===== src/rtl/mem_lsu_if.sv =====
// Data-RAM request/acknowledge bus between the MEM-stage load/store unit (master) and data RAM.
// Byte lanes are big-endian: mem_sel_o[3] enables the byte at address offset 0.
interface mem_lsu_if #(
    parameter int unsigned ADDR_W = 32
) ();
    logic              mem_ce_o;
    logic              mem_we_o;
    logic [3:0]        mem_sel_o;
    logic [ADDR_W-1:0] mem_addr_o;
    logic [31:0]       mem_data_o;
    logic [31:0]       mem_data_i;
    logic              mem_ack_i;

    modport master (
        output mem_ce_o,
        output mem_we_o,
        output mem_sel_o,
        output mem_addr_o,
        output mem_data_o,
        input  mem_data_i,
        input  mem_ack_i
    );

    modport slave (
        input  mem_ce_o,
        input  mem_we_o,
        input  mem_sel_o,
        input  mem_addr_o,
        input  mem_data_o,
        output mem_data_i,
        output mem_ack_i
    );
endinterface


===== src/rtl/mem_lsu.sv =====
// Multi-cycle MIPS MEM-stage load/store unit: req/ack RAM access with wait states and timeout.
// Optional macro MEM_LSU_ALIGN_EXC_EN: misaligned half/word accesses raise align_exc_o instead.
module mem_lsu #(
    parameter int unsigned ADDR_W  = 32,
    parameter int unsigned TIMEOUT = 255,
    parameter int unsigned CNT_W   = 8
) (
    input  logic              clk,
    input  logic              rst,
    input  logic [7:0]        aluop_i,
    input  logic [4:0]        wd_i,
    input  logic              wreg_i,
    input  logic [31:0]       wdata_i,
    input  logic [ADDR_W-1:0] mem_addr_i,
    input  logic [31:0]       reg2_i,
    output logic [4:0]        wd_o,
    output logic              wreg_o,
    output logic [31:0]       wdata_o,
    output logic              stall_req_o,
`ifdef MEM_LSU_ALIGN_EXC_EN
    output logic              align_exc_o,
`endif
    output logic              bus_err_o,
    mem_lsu_if.master         mem_bus_io
);

    localparam logic [7:0] OpLb  = 8'b1110_0000;
    localparam logic [7:0] OpLbu = 8'b1110_0100;
    localparam logic [7:0] OpLh  = 8'b1110_0001;
    localparam logic [7:0] OpLhu = 8'b1110_0101;
    localparam logic [7:0] OpLw  = 8'b1110_0011;
    localparam logic [7:0] OpLwl = 8'b1110_0010;
    localparam logic [7:0] OpLwr = 8'b1110_0110;
    localparam logic [7:0] OpSb  = 8'b1110_1000;
    localparam logic [7:0] OpSh  = 8'b1110_1001;
    localparam logic [7:0] OpSw  = 8'b1110_1011;

    localparam logic [1:0] StIdle   = 2'd0;
    localparam logic [1:0] StAccess = 2'd1;
    localparam logic [1:0] StDone   = 2'd2;

    localparam logic [CNT_W-1:0] TimeoutCnt = CNT_W'(TIMEOUT);

    function automatic logic is_mem(input logic [7:0] op);
        case (op)
            OpLb, OpLbu, OpLh, OpLhu, OpLw, OpLwl, OpLwr, OpSb, OpSh, OpSw: return 1'b1;
            default: return 1'b0;
        endcase
    endfunction

    function automatic logic is_store(input logic [7:0] op);
        return (op == OpSb) || (op == OpSh) || (op == OpSw);
    endfunction

`ifdef MEM_LSU_ALIGN_EXC_EN
    function automatic logic is_misaligned(input logic [7:0] op, input logic [1:0] off);
        case (op)
            OpLh, OpLhu, OpSh: return off[0];
            OpLw, OpSw:        return |off;
            default:           return 1'b0;
        endcase
    endfunction
`endif

    logic [1:0]        state_q, state_d;
    logic [CNT_W-1:0]  cnt_q, cnt_d;
    logic [7:0]        op_q, op_d;
    logic [4:0]        wd_q, wd_d;
    logic              wreg_q, wreg_d;
    logic [ADDR_W-1:0] addr_q, addr_d;
    logic [31:0]       reg2_q, reg2_d;
    logic [31:0]       rdata_q, rdata_d;
    logic              err_q, err_d;
`ifdef MEM_LSU_ALIGN_EXC_EN
    logic              aexc_q, aexc_d;
`endif

    logic [1:0]        off;
    logic [3:0]        lane_sel;
    logic [31:0]       st_data;
    logic              word_acc;
    logic [ADDR_W-1:0] acc_addr;
    logic [31:0]       ld_data;
    logic [7:0]        ld_byte;
    logic [15:0]       ld_half;
    logic              timeout_hit;

    assign off = addr_q[1:0];

    // Lane selection and store replication; misaligned halves fall back to the aligned word
    always_comb begin
        lane_sel = 4'b1111;
        st_data  = reg2_q;
        word_acc = 1'b1;
        case (op_q)
            OpLb, OpLbu, OpSb: begin
                lane_sel = 4'b1000 >> off;
                st_data  = {4{reg2_q[7:0]}};
                word_acc = 1'b0;
            end
            OpLh, OpLhu, OpSh: begin
                lane_sel = off[1] ? 4'b0011 : 4'b1100;
                st_data  = {2{reg2_q[15:0]}};
                word_acc = off[0];
            end
            default: ;
        endcase
    end

    assign acc_addr = word_acc ? {addr_q[ADDR_W-1:2], 2'b00} : addr_q;

    always_comb begin
        unique case (off)
            2'd0: ld_byte = mem_bus_io.mem_data_i[31:24];
            2'd1: ld_byte = mem_bus_io.mem_data_i[23:16];
            2'd2: ld_byte = mem_bus_io.mem_data_i[15:8];
            2'd3: ld_byte = mem_bus_io.mem_data_i[7:0];
        endcase
    end

    assign ld_half = off[1] ? mem_bus_io.mem_data_i[15:0] : mem_bus_io.mem_data_i[31:16];

    // Big-endian load formatting; LWL/LWR merge the fetched bytes into reg2
    always_comb begin
        ld_data = 32'h0;
        case (op_q)
            OpLb:  ld_data = {{24{ld_byte[7]}}, ld_byte};
            OpLbu: ld_data = {24'h0, ld_byte};
            OpLh:  ld_data = {{16{ld_half[15]}}, ld_half};
            OpLhu: ld_data = {16'h0, ld_half};
            OpLw:  ld_data = mem_bus_io.mem_data_i;
            OpLwl: begin
                unique case (off)
                    2'd0: ld_data = mem_bus_io.mem_data_i;
                    2'd1: ld_data = {mem_bus_io.mem_data_i[23:0], reg2_q[7:0]};
                    2'd2: ld_data = {mem_bus_io.mem_data_i[15:0], reg2_q[15:0]};
                    2'd3: ld_data = {mem_bus_io.mem_data_i[7:0], reg2_q[23:0]};
                endcase
            end
            OpLwr: begin
                unique case (off)
                    2'd0: ld_data = {reg2_q[31:8], mem_bus_io.mem_data_i[31:24]};
                    2'd1: ld_data = {reg2_q[31:16], mem_bus_io.mem_data_i[31:16]};
                    2'd2: ld_data = {reg2_q[31:24], mem_bus_io.mem_data_i[31:8]};
                    2'd3: ld_data = mem_bus_io.mem_data_i;
                endcase
            end
            default: ld_data = 32'h0;
        endcase
    end

    assign timeout_hit = (TIMEOUT != 0) && (cnt_q == TimeoutCnt);

    always_comb begin
        state_d = state_q;
        cnt_d   = cnt_q;
        op_d    = op_q;
        wd_d    = wd_q;
        wreg_d  = wreg_q;
        addr_d  = addr_q;
        reg2_d  = reg2_q;
        rdata_d = rdata_q;
        err_d   = err_q;
`ifdef MEM_LSU_ALIGN_EXC_EN
        aexc_d  = aexc_q;
`endif
        case (state_q)
            StIdle: begin
                if (is_mem(aluop_i)) begin
                    op_d    = aluop_i;
                    wd_d    = wd_i;
                    wreg_d  = wreg_i;
                    addr_d  = mem_addr_i;
                    reg2_d  = reg2_i;
                    rdata_d = 32'h0;
                    err_d   = 1'b0;
                    cnt_d   = '0;
                    state_d = StAccess;
`ifdef MEM_LSU_ALIGN_EXC_EN
                    aexc_d  = is_misaligned(aluop_i, mem_addr_i[1:0]);
                    if (is_misaligned(aluop_i, mem_addr_i[1:0])) begin
                        state_d = StDone;
                    end
`endif
                end
            end
            StAccess: begin
                cnt_d = cnt_q + 1'b1;
                if (mem_bus_io.mem_ack_i) begin
                    rdata_d = ld_data;
                    state_d = StDone;
                end else if (timeout_hit) begin
                    err_d   = 1'b1;
                    state_d = StDone;
                end
            end
            StDone: begin
                cnt_d   = '0;
                err_d   = 1'b0;
                state_d = StIdle;
`ifdef MEM_LSU_ALIGN_EXC_EN
                aexc_d  = 1'b0;
`endif
            end
            default: state_d = StIdle;
        endcase
    end

    always_ff @(posedge clk or posedge rst) begin
        if (rst) begin
            state_q <= StIdle;
            cnt_q   <= '0;
            op_q    <= 8'h0;
            wd_q    <= 5'h0;
            wreg_q  <= 1'b0;
            addr_q  <= '0;
            reg2_q  <= 32'h0;
            rdata_q <= 32'h0;
            err_q   <= 1'b0;
`ifdef MEM_LSU_ALIGN_EXC_EN
            aexc_q  <= 1'b0;
`endif
        end else begin
            state_q <= state_d;
            cnt_q   <= cnt_d;
            op_q    <= op_d;
            wd_q    <= wd_d;
            wreg_q  <= wreg_d;
            addr_q  <= addr_d;
            reg2_q  <= reg2_d;
            rdata_q <= rdata_d;
            err_q   <= err_d;
`ifdef MEM_LSU_ALIGN_EXC_EN
            aexc_q  <= aexc_d;
`endif
        end
    end

    // Outputs are forced low while rst is held, including the combinational passthrough
    always_comb begin
        wd_o                  = 5'h0;
        wreg_o                = 1'b0;
        wdata_o               = 32'h0;
        stall_req_o           = 1'b0;
        bus_err_o             = 1'b0;
        mem_bus_io.mem_ce_o   = 1'b0;
        mem_bus_io.mem_we_o   = 1'b0;
        mem_bus_io.mem_sel_o  = 4'b0000;
        mem_bus_io.mem_addr_o = '0;
        mem_bus_io.mem_data_o = 32'h0;
`ifdef MEM_LSU_ALIGN_EXC_EN
        align_exc_o           = 1'b0;
`endif
        if (!rst) begin
            case (state_q)
                StIdle: begin
                    wd_o    = wd_i;
                    wdata_o = wdata_i;
                    if (is_mem(aluop_i)) begin
                        stall_req_o = 1'b1;
                    end else begin
                        wreg_o = wreg_i;
                    end
                end
                StAccess: begin
                    stall_req_o           = 1'b1;
                    wd_o                  = wd_q;
                    mem_bus_io.mem_ce_o   = 1'b1;
                    mem_bus_io.mem_we_o   = is_store(op_q);
                    mem_bus_io.mem_sel_o  = lane_sel;
                    mem_bus_io.mem_addr_o = acc_addr;
                    mem_bus_io.mem_data_o = is_store(op_q) ? st_data : 32'h0;
                end
                StDone: begin
                    wd_o      = wd_q;
                    wdata_o   = rdata_q;
                    bus_err_o = err_q;
                    wreg_o    = wreg_q && !is_store(op_q) && !err_q;
`ifdef MEM_LSU_ALIGN_EXC_EN
                    align_exc_o = aexc_q;
                    if (aexc_q) begin
                        wreg_o = 1'b0;
                    end
`endif
                end
                default: ;
            endcase
        end
    end

endmodule


===== src/flat_wrapper.sv =====
// flat-port wrapper written by rule: the top's interface ports become plain ports
module mem_lsu_flat 
#(
    parameter int unsigned ADDR_W  = 32,
    parameter int unsigned TIMEOUT = 255,
    parameter int unsigned CNT_W   = 8
)
  (clk, rst, aluop_i, wd_i, wreg_i, wdata_i, mem_addr_i, reg2_i, wd_o, wreg_o, wdata_o, stall_req_o, bus_err_o, mem_bus_io_mem_ce_o, mem_bus_io_mem_we_o, mem_bus_io_mem_sel_o, mem_bus_io_mem_addr_o, mem_bus_io_mem_data_o, mem_bus_io_mem_data_i, mem_bus_io_mem_ack_i);
  mem_lsu_if #(.ADDR_W(ADDR_W)) mem_bus_io_i ();
  input  logic clk;
  input  logic rst;
  input  logic [7:0] aluop_i;
  input  logic [4:0] wd_i;
  input  logic wreg_i;
  input  logic [31:0] wdata_i;
  input  logic [ADDR_W-1:0] mem_addr_i;
  input  logic [31:0] reg2_i;
  output logic [4:0] wd_o;
  output logic wreg_o;
  output logic [31:0] wdata_o;
  output logic stall_req_o;
  output logic bus_err_o;
  output wire logic [$bits(mem_bus_io_i.mem_ce_o)-1:0] mem_bus_io_mem_ce_o;
  output wire logic [$bits(mem_bus_io_i.mem_we_o)-1:0] mem_bus_io_mem_we_o;
  output wire logic [$bits(mem_bus_io_i.mem_sel_o)-1:0] mem_bus_io_mem_sel_o;
  output wire logic [$bits(mem_bus_io_i.mem_addr_o)-1:0] mem_bus_io_mem_addr_o;
  output wire logic [$bits(mem_bus_io_i.mem_data_o)-1:0] mem_bus_io_mem_data_o;
  input wire logic [$bits(mem_bus_io_i.mem_data_i)-1:0] mem_bus_io_mem_data_i;
  input wire logic [$bits(mem_bus_io_i.mem_ack_i)-1:0] mem_bus_io_mem_ack_i;
  assign mem_bus_io_mem_ce_o = mem_bus_io_i.mem_ce_o;
  assign mem_bus_io_mem_we_o = mem_bus_io_i.mem_we_o;
  assign mem_bus_io_mem_sel_o = mem_bus_io_i.mem_sel_o;
  assign mem_bus_io_mem_addr_o = mem_bus_io_i.mem_addr_o;
  assign mem_bus_io_mem_data_o = mem_bus_io_i.mem_data_o;
  assign mem_bus_io_i.mem_data_i = mem_bus_io_mem_data_i;
  assign mem_bus_io_i.mem_ack_i = mem_bus_io_mem_ack_i;
  mem_lsu #(.ADDR_W(ADDR_W), .TIMEOUT(TIMEOUT), .CNT_W(CNT_W)) u_core (.clk(clk), .rst(rst), .aluop_i(aluop_i), .wd_i(wd_i), .wreg_i(wreg_i), .wdata_i(wdata_i), .mem_addr_i(mem_addr_i), .reg2_i(reg2_i), .wd_o(wd_o), .wreg_o(wreg_o), .wdata_o(wdata_o), .stall_req_o(stall_req_o), .bus_err_o(bus_err_o), .mem_bus_io(mem_bus_io_i));
endmodule

===== config.mk =====
export PLATFORM = sky130hd
export DESIGN_NAME = mem_lsu_flat
export DESIGN_NICKNAME = d
export VERILOG_FILES = /design/src/rtl/mem_lsu_if.sv /design/src/rtl/mem_lsu.sv /design/src/flat_wrapper.sv
export SDC_FILE = /design/constraint.sdc
export NUM_CORES = 1
export LEC_CHECK = 0
export ABC_AREA = 0
export CORE_ASPECT_RATIO = 0.8
export CORE_MARGIN = 2
export CORE_UTILIZATION = 46
export CTS_CLUSTER_SIZE = 14
export DETAILED_ROUTE_END_ITERATION = 8
export PLACE_DENSITY = 0.8
export SYNTH_ARGS = -nofsm -noshare
export SYNTH_HDL_FRONTEND = slang
export SYNTH_SLANG_ARGS = --single-unit

===== constraint.sdc =====
create_clock -name clk -period 7.6 [get_ports clk]
set_input_delay 1.14 -clock clk [delete_from_list [all_inputs] [get_ports clk]]
set_output_delay 1.14 -clock clk [all_outputs]
set_load 0.01 [all_outputs]

# Yosys cells after proc, flatten, opt, wreduce, memory -nomap -nowiden
# Index checks and enable logic that the tools add are counted.
[op_classes]
n_eq_ne = 31
reduce_logical = 19
addsub = 1
n_shift = 1
n_mux = 49
[ops]
columns = ["operator", "count"]
rows = [
  ["32-bit 2-to-1 mux", 8],
  ["32-bit one-hot mux with 4 select lines", 2],
  ["32-bit one-hot mux with 7 select lines", 1],
  ["32-bit one-hot mux with 2 select lines", 3],
  ["8-bit equality test, second input constant", 21],
  ["8-bit one-hot mux with 4 select lines", 1],
  ["8-bit one-hot mux with 3 select lines", 1],
  ["1-bit 2-to-1 mux", 16],
  ["16-bit 2-to-1 mux", 1],
  ["4-bit 2-to-1 mux", 3],
  ["5-bit one-hot mux with 2 select lines", 1],
  ["10-bit OR reduction", 1],
  ["8-bit by 1-bit adder with 8-bit output, second input constant", 1],
  ["2-bit 2-to-1 mux", 4],
  ["8-bit 2-to-1 mux", 1],
  ["4-bit one-hot mux with 2 select lines", 1],
  ["2-bit equality test, second input constant", 3],
  ["1-bit one-hot mux with 2 select lines", 3],
  ["2-bit AND reduction", 3],
  ["3-bit OR reduction", 2],
  ["5-bit 2-to-1 mux", 1],
  ["2-bit by 1-bit equality test with 1-bit output, second input constant", 2],
  ["2-bit logical NOT", 2],
  ["2-bit by 1-bit inequality test with 1-bit output, second input constant", 2],
  ["13 further kinds", 17],
]
[word_totals]
out_inout_bits = 110
wordCells = 110
regBits = 121
input_bits = 145

# Logic depth before layout (Yosys ltp)
[logic_depth]
word_depth = 8
mapped_depth = 10
mapped_depth_nobuf = 7

# Worst setup path before layout
# Ideal clock, no wire load.
[synth_timing]
path_type = "in2out"
from = "in rst"
to = "out mem_bus_io_mem_addr_o[22]"
path_buffers = 2
required_time_ps = 6460
slack_ps = 760
t_arrival_ps = 5700
cell_stages = 4
cell_sequence = "clkbuf_1 inv_1 clkbuf_1 and3_1"
[synth_between]
elab_chain_len = 1
[synth_rtl]
columns = ["item", "line_no", "text"]
rows = [
  ["from (decl)", "flat_wrapper.sv:11", "input logic rst;"],
  ["32-bit 2-to-1 mux", "mem_lsu.sv:254", "if (!rst) begin"],
  ["to (decl)", "flat_wrapper.sv:26", "output wire logic [$bits(mem_bus_io_i.mem_addr_o)-1:0] mem_bus_io_mem_addr_o;"],
]
# No other way between the ends.

# Worst setup path after layout
[layout_timing]
from = "in rst"
to = "out mem_bus_io_mem_data_o[2]"
[layout_between]
elab_chain_len = 1
[layout_rtl]
columns = ["item", "line_no", "text"]
rows = [
  ["32-bit 2-to-1 mux", "mem_lsu.sv:254", ""],
  ["to (decl)", "flat_wrapper.sv:27", "output wire logic [$bits(mem_bus_io_i.mem_data_o)-1:0] mem_bus_io_mem_data_o;"],
]
# No other way between the ends.

==> metrics.md <==
| Metric | Value |
|---|---|
| Ys flop type | dfrtp_1 |
| First-pass DRT Iterations | 5 |
| Root Driver | clkbuf_16 |
| Initial DRC Count | ~600 |
| Bufs and invs on worst path | 5 |
| Vias in the first global route | approximately 6800 |
| Final hold vios | 0 |
| Final setup margin | 1.66 ns |
| Critical-path cell list | clkdlybuf4s50_1, inv_6, nand2_1, inv_1, nand4_1, inv_1, and2_1, clkdlybuf4s50_1 |
| Cell Pwr Density | 295 nW/µm² |
| Placed inst area | about 10000 µm² |
| Yosys warnings | 0 |
| DR WL/cell | 20.8 µm |
| Final setup viols | 0 |
| Max_slew headroom | 16.1% |
| Post-DP HPWL | between 15 and 20 mm |
| Setup crit start kind | input pin |
| VDD IR max | about 0.00019 V |
| EDFF count, synth | 0 |
| Placed insts | roughly 1200 |
| Crit-path max FO | 62 |
| Gate Count Post-Synth | approximately 760 |
| Worst slack, placed | 1.74 ns |
| TritonCTS clock tree | yes |
| Via count | around 7300 |
| CP required | approximately 6.5 ns |
| Slowest cell on the critical path | nand4_1 |
| WHS | about 0.47 ns |
| Die area | between 15000 and 20000 µm² |
| H-tree depth | 4 |
| Fin. max-slew vios | 0 |
| Post-Route Utilization | 66.3% |
| Maximum clock rate | 168 MHz |
| Slowest cell delay on critical path | 0.79 ns |
| Initial Util | 47.1% |
| Setup crit end kind | primary output |
| Netlist Area Pre-Place | around 8000 µm² |
| Gr usage total | 27.8% |
| Commonest non-fill, non-tap cell in the layout | clkdlybuf4s50_1 |
| First-pass GRT wire length | 38.4 mm |
| Fin crit share | 78.2% |
| GPL Wtd Cong | about 0.93 |
| Final #Nets | 1129 |
| Avg Vias per Cell | 6.00 |
| Port bufs | 254 |
| Synthesized Nets | 910 |
| I/O pins | 255 |
| Setup Fix Bufs, Post-CTS | 0 |
| Area Growth Syn to Fin | 40.7% |
| Synth unique cells | 62 |
| Minimum clock period | about 5.9 ns |
| Worst-margin pin slew | 1.25 ns |
| DR DRC count | 0 |
| Share of layout cells above drive strength 1 | ~16% |
| Clk buf depth | 2 |
| Power consumption | 3.25 mW |
| TNS Setup | 0 ns |
| Leakage dissipation | approximately 4.6 nW |
| Crit path max-delay family | buffers and inverters |
| CTS Buf Count | 17 |
| Final Non-Filler Cells | between 1000 and 1500 |
| Critical path type | in -> out |
| Syn avg cell area | between 10 and 15 µm² |
| Antenna violations before repair | 0 |
| # Max-Cap Violations | 0 |
| Fraction of registers with async set/reset | 100% |
| Clk sink count | around 120 |
| Total gr overflow | 0 |
| Core footprint | approximately 17000 µm² |
| Die span in y | between 100 and 150 µm |
| Final ANT Viol Nets | 0 |
| Clock slew at reported path FFs | around 0.050 ns |
| Largest net degree at the start of global routing | 80 |
| Row count | 42 |
| Die X | between 100 and 150 µm |
| Setup repair after global routing missed its margin | false |
| Flops & latches, synth | ~120 |
| Post-CTS Hold Fix Bufs | 0 |
| Clk Latency, worst-skew pair | around 0.42 ns |
| Post-Layout Inst Area | between 10000 and 15000 µm² |
| Most frequent cells in the layout | clkdlybuf4s50_1, dfrtp_1, mux2_2, nand2_1, a22o_1 |
| Worst Skew | 0.0131 ns |
| PostCTS Resize Cnt | 0 |
| Register area share after synthesis | around two fifths |
| HP Class | reg -> reg |
| Status | completed |
| WP data arrival | ~4.8 ns |
| Final WL | 25.2 mm |
[cell families (layout without fill, tap and decap cells)]
logic type,count (synthesis),count (layout),synth area share (%)
and+or+nand+nor,207,207,13.8
AOI/OAI and AO/OA,203,203,19.9
muxes,138,138,21.6
DFF,121,121,38.7
buffers and inverters,84,316,5.10
adders and majority gates,6,6,0.959
other,0,1,0
[final timing paths]
check / slack [ns] / start / depth (start not counted) / endpoint
setup / recovery: 1.66 / rst / 8 / mem_bus_io_mem_data_o[2]
hold reg to reg: 0.47 / u_core.op_q[7]$_DFFE_PP0P_ / 1 / u_core.op_q[7]$_DFFE_PP0P_
min in group asynchronous: 1.44 / rst / 2 / u_core.addr_q[0]$_DFFE_PP0P_
hold / removal: 0.47 / u_core.op_q[7]$_DFFE_PP0P_ / 1 / u_core.op_q[7]$_DFFE_PP0P_
max in group asynchronous: 5.21 / rst / 3 / u_core.addr_q[1]$_DFFE_PP0P_
setup reg to reg: 4.93 / u_core.addr_q[0]$_DFFE_PP0P_ / 6 / u_core.rdata_q[21]$_DFFE_PP0P_
[layer usage]
metal | wire length, µm | GRT usage, % | share of wire (%)
met4 | 253 | 6.78 | 1.0
met1 | 11200 | 39.9 | 44
met2 | 10900 | 40.7 | 43
met5 | 0 | 0 | 0
met3 | 2950 | 8.83 | 12
[where the power goes]
part           switching (mW)  internal (mW)  leakage [nW]
registers               0.229          0.828          1.59
logic                   0.730          0.672          2.75
clock network           0.294          0.498         0.275
[synth_stat cells (13+ instances only)]
| cell | instances | share of area [%] |
|---|---|---|
| a21oi_1 | 26 | 1.7 |
| a221o_1 | 17 | 2.2 |
| a22o_1 | 52 | 5.8 |
| and2_1 | 13 | 1.0 |
| and3_1 | 34 | 2.7 |
| buf_2 | 28 | 1.8 |
| clkbuf_1 | 24 | 1.2 |
| dfrtp_1 | 121 | 39 |
| inv_1 | 17 | 0.82 |
| mux2_2 | 80 | 12 |
| mux2i_1 | 37 | 4.7 |
| mux4_2 | 16 | 4.6 |
| nand2_1 | 59 | 2.8 |
| nor2_1 | 37 | 1.8 |
| nor3_1 | 17 | 1.1 |
| o21a_1 | 16 | 1.5 |
| o21ai_0 | 25 | 1.6 |
[final cells by class]
class,instances,area [µm²]
fillers,1344,5590
multi-input cells,554,4420
flip-flops and latches,121,3030
repair buffers,267,2640
clock buffers,21,460
well taps,220,275
clock inverters,11,123
inverters,17,68.8
diodes,1,2.50
[sequential cells by signal, summed over array words and instances, names as in the netlist]
signal          flops
u_core.err_q        1
u_core.state_q      2
u_core.op_q         8
u_core.reg2_q      32
u_core.rdata_q     32
u_core.addr_q      32
u_core.cnt_q        8
u_core.wd_q         5
u_core.wreg_q       1
[worst reg2reg max path, cell delays in order (launching register included)]
cell	delay, ns
dfrtp_2	0.42
buf_4	0.62
o21ai_0	0.20
a21oi_1	0.16
o211a_1	0.42
nor2b_1	0.59
a221o_1	0.20
(Power assumes the default switching activity.)
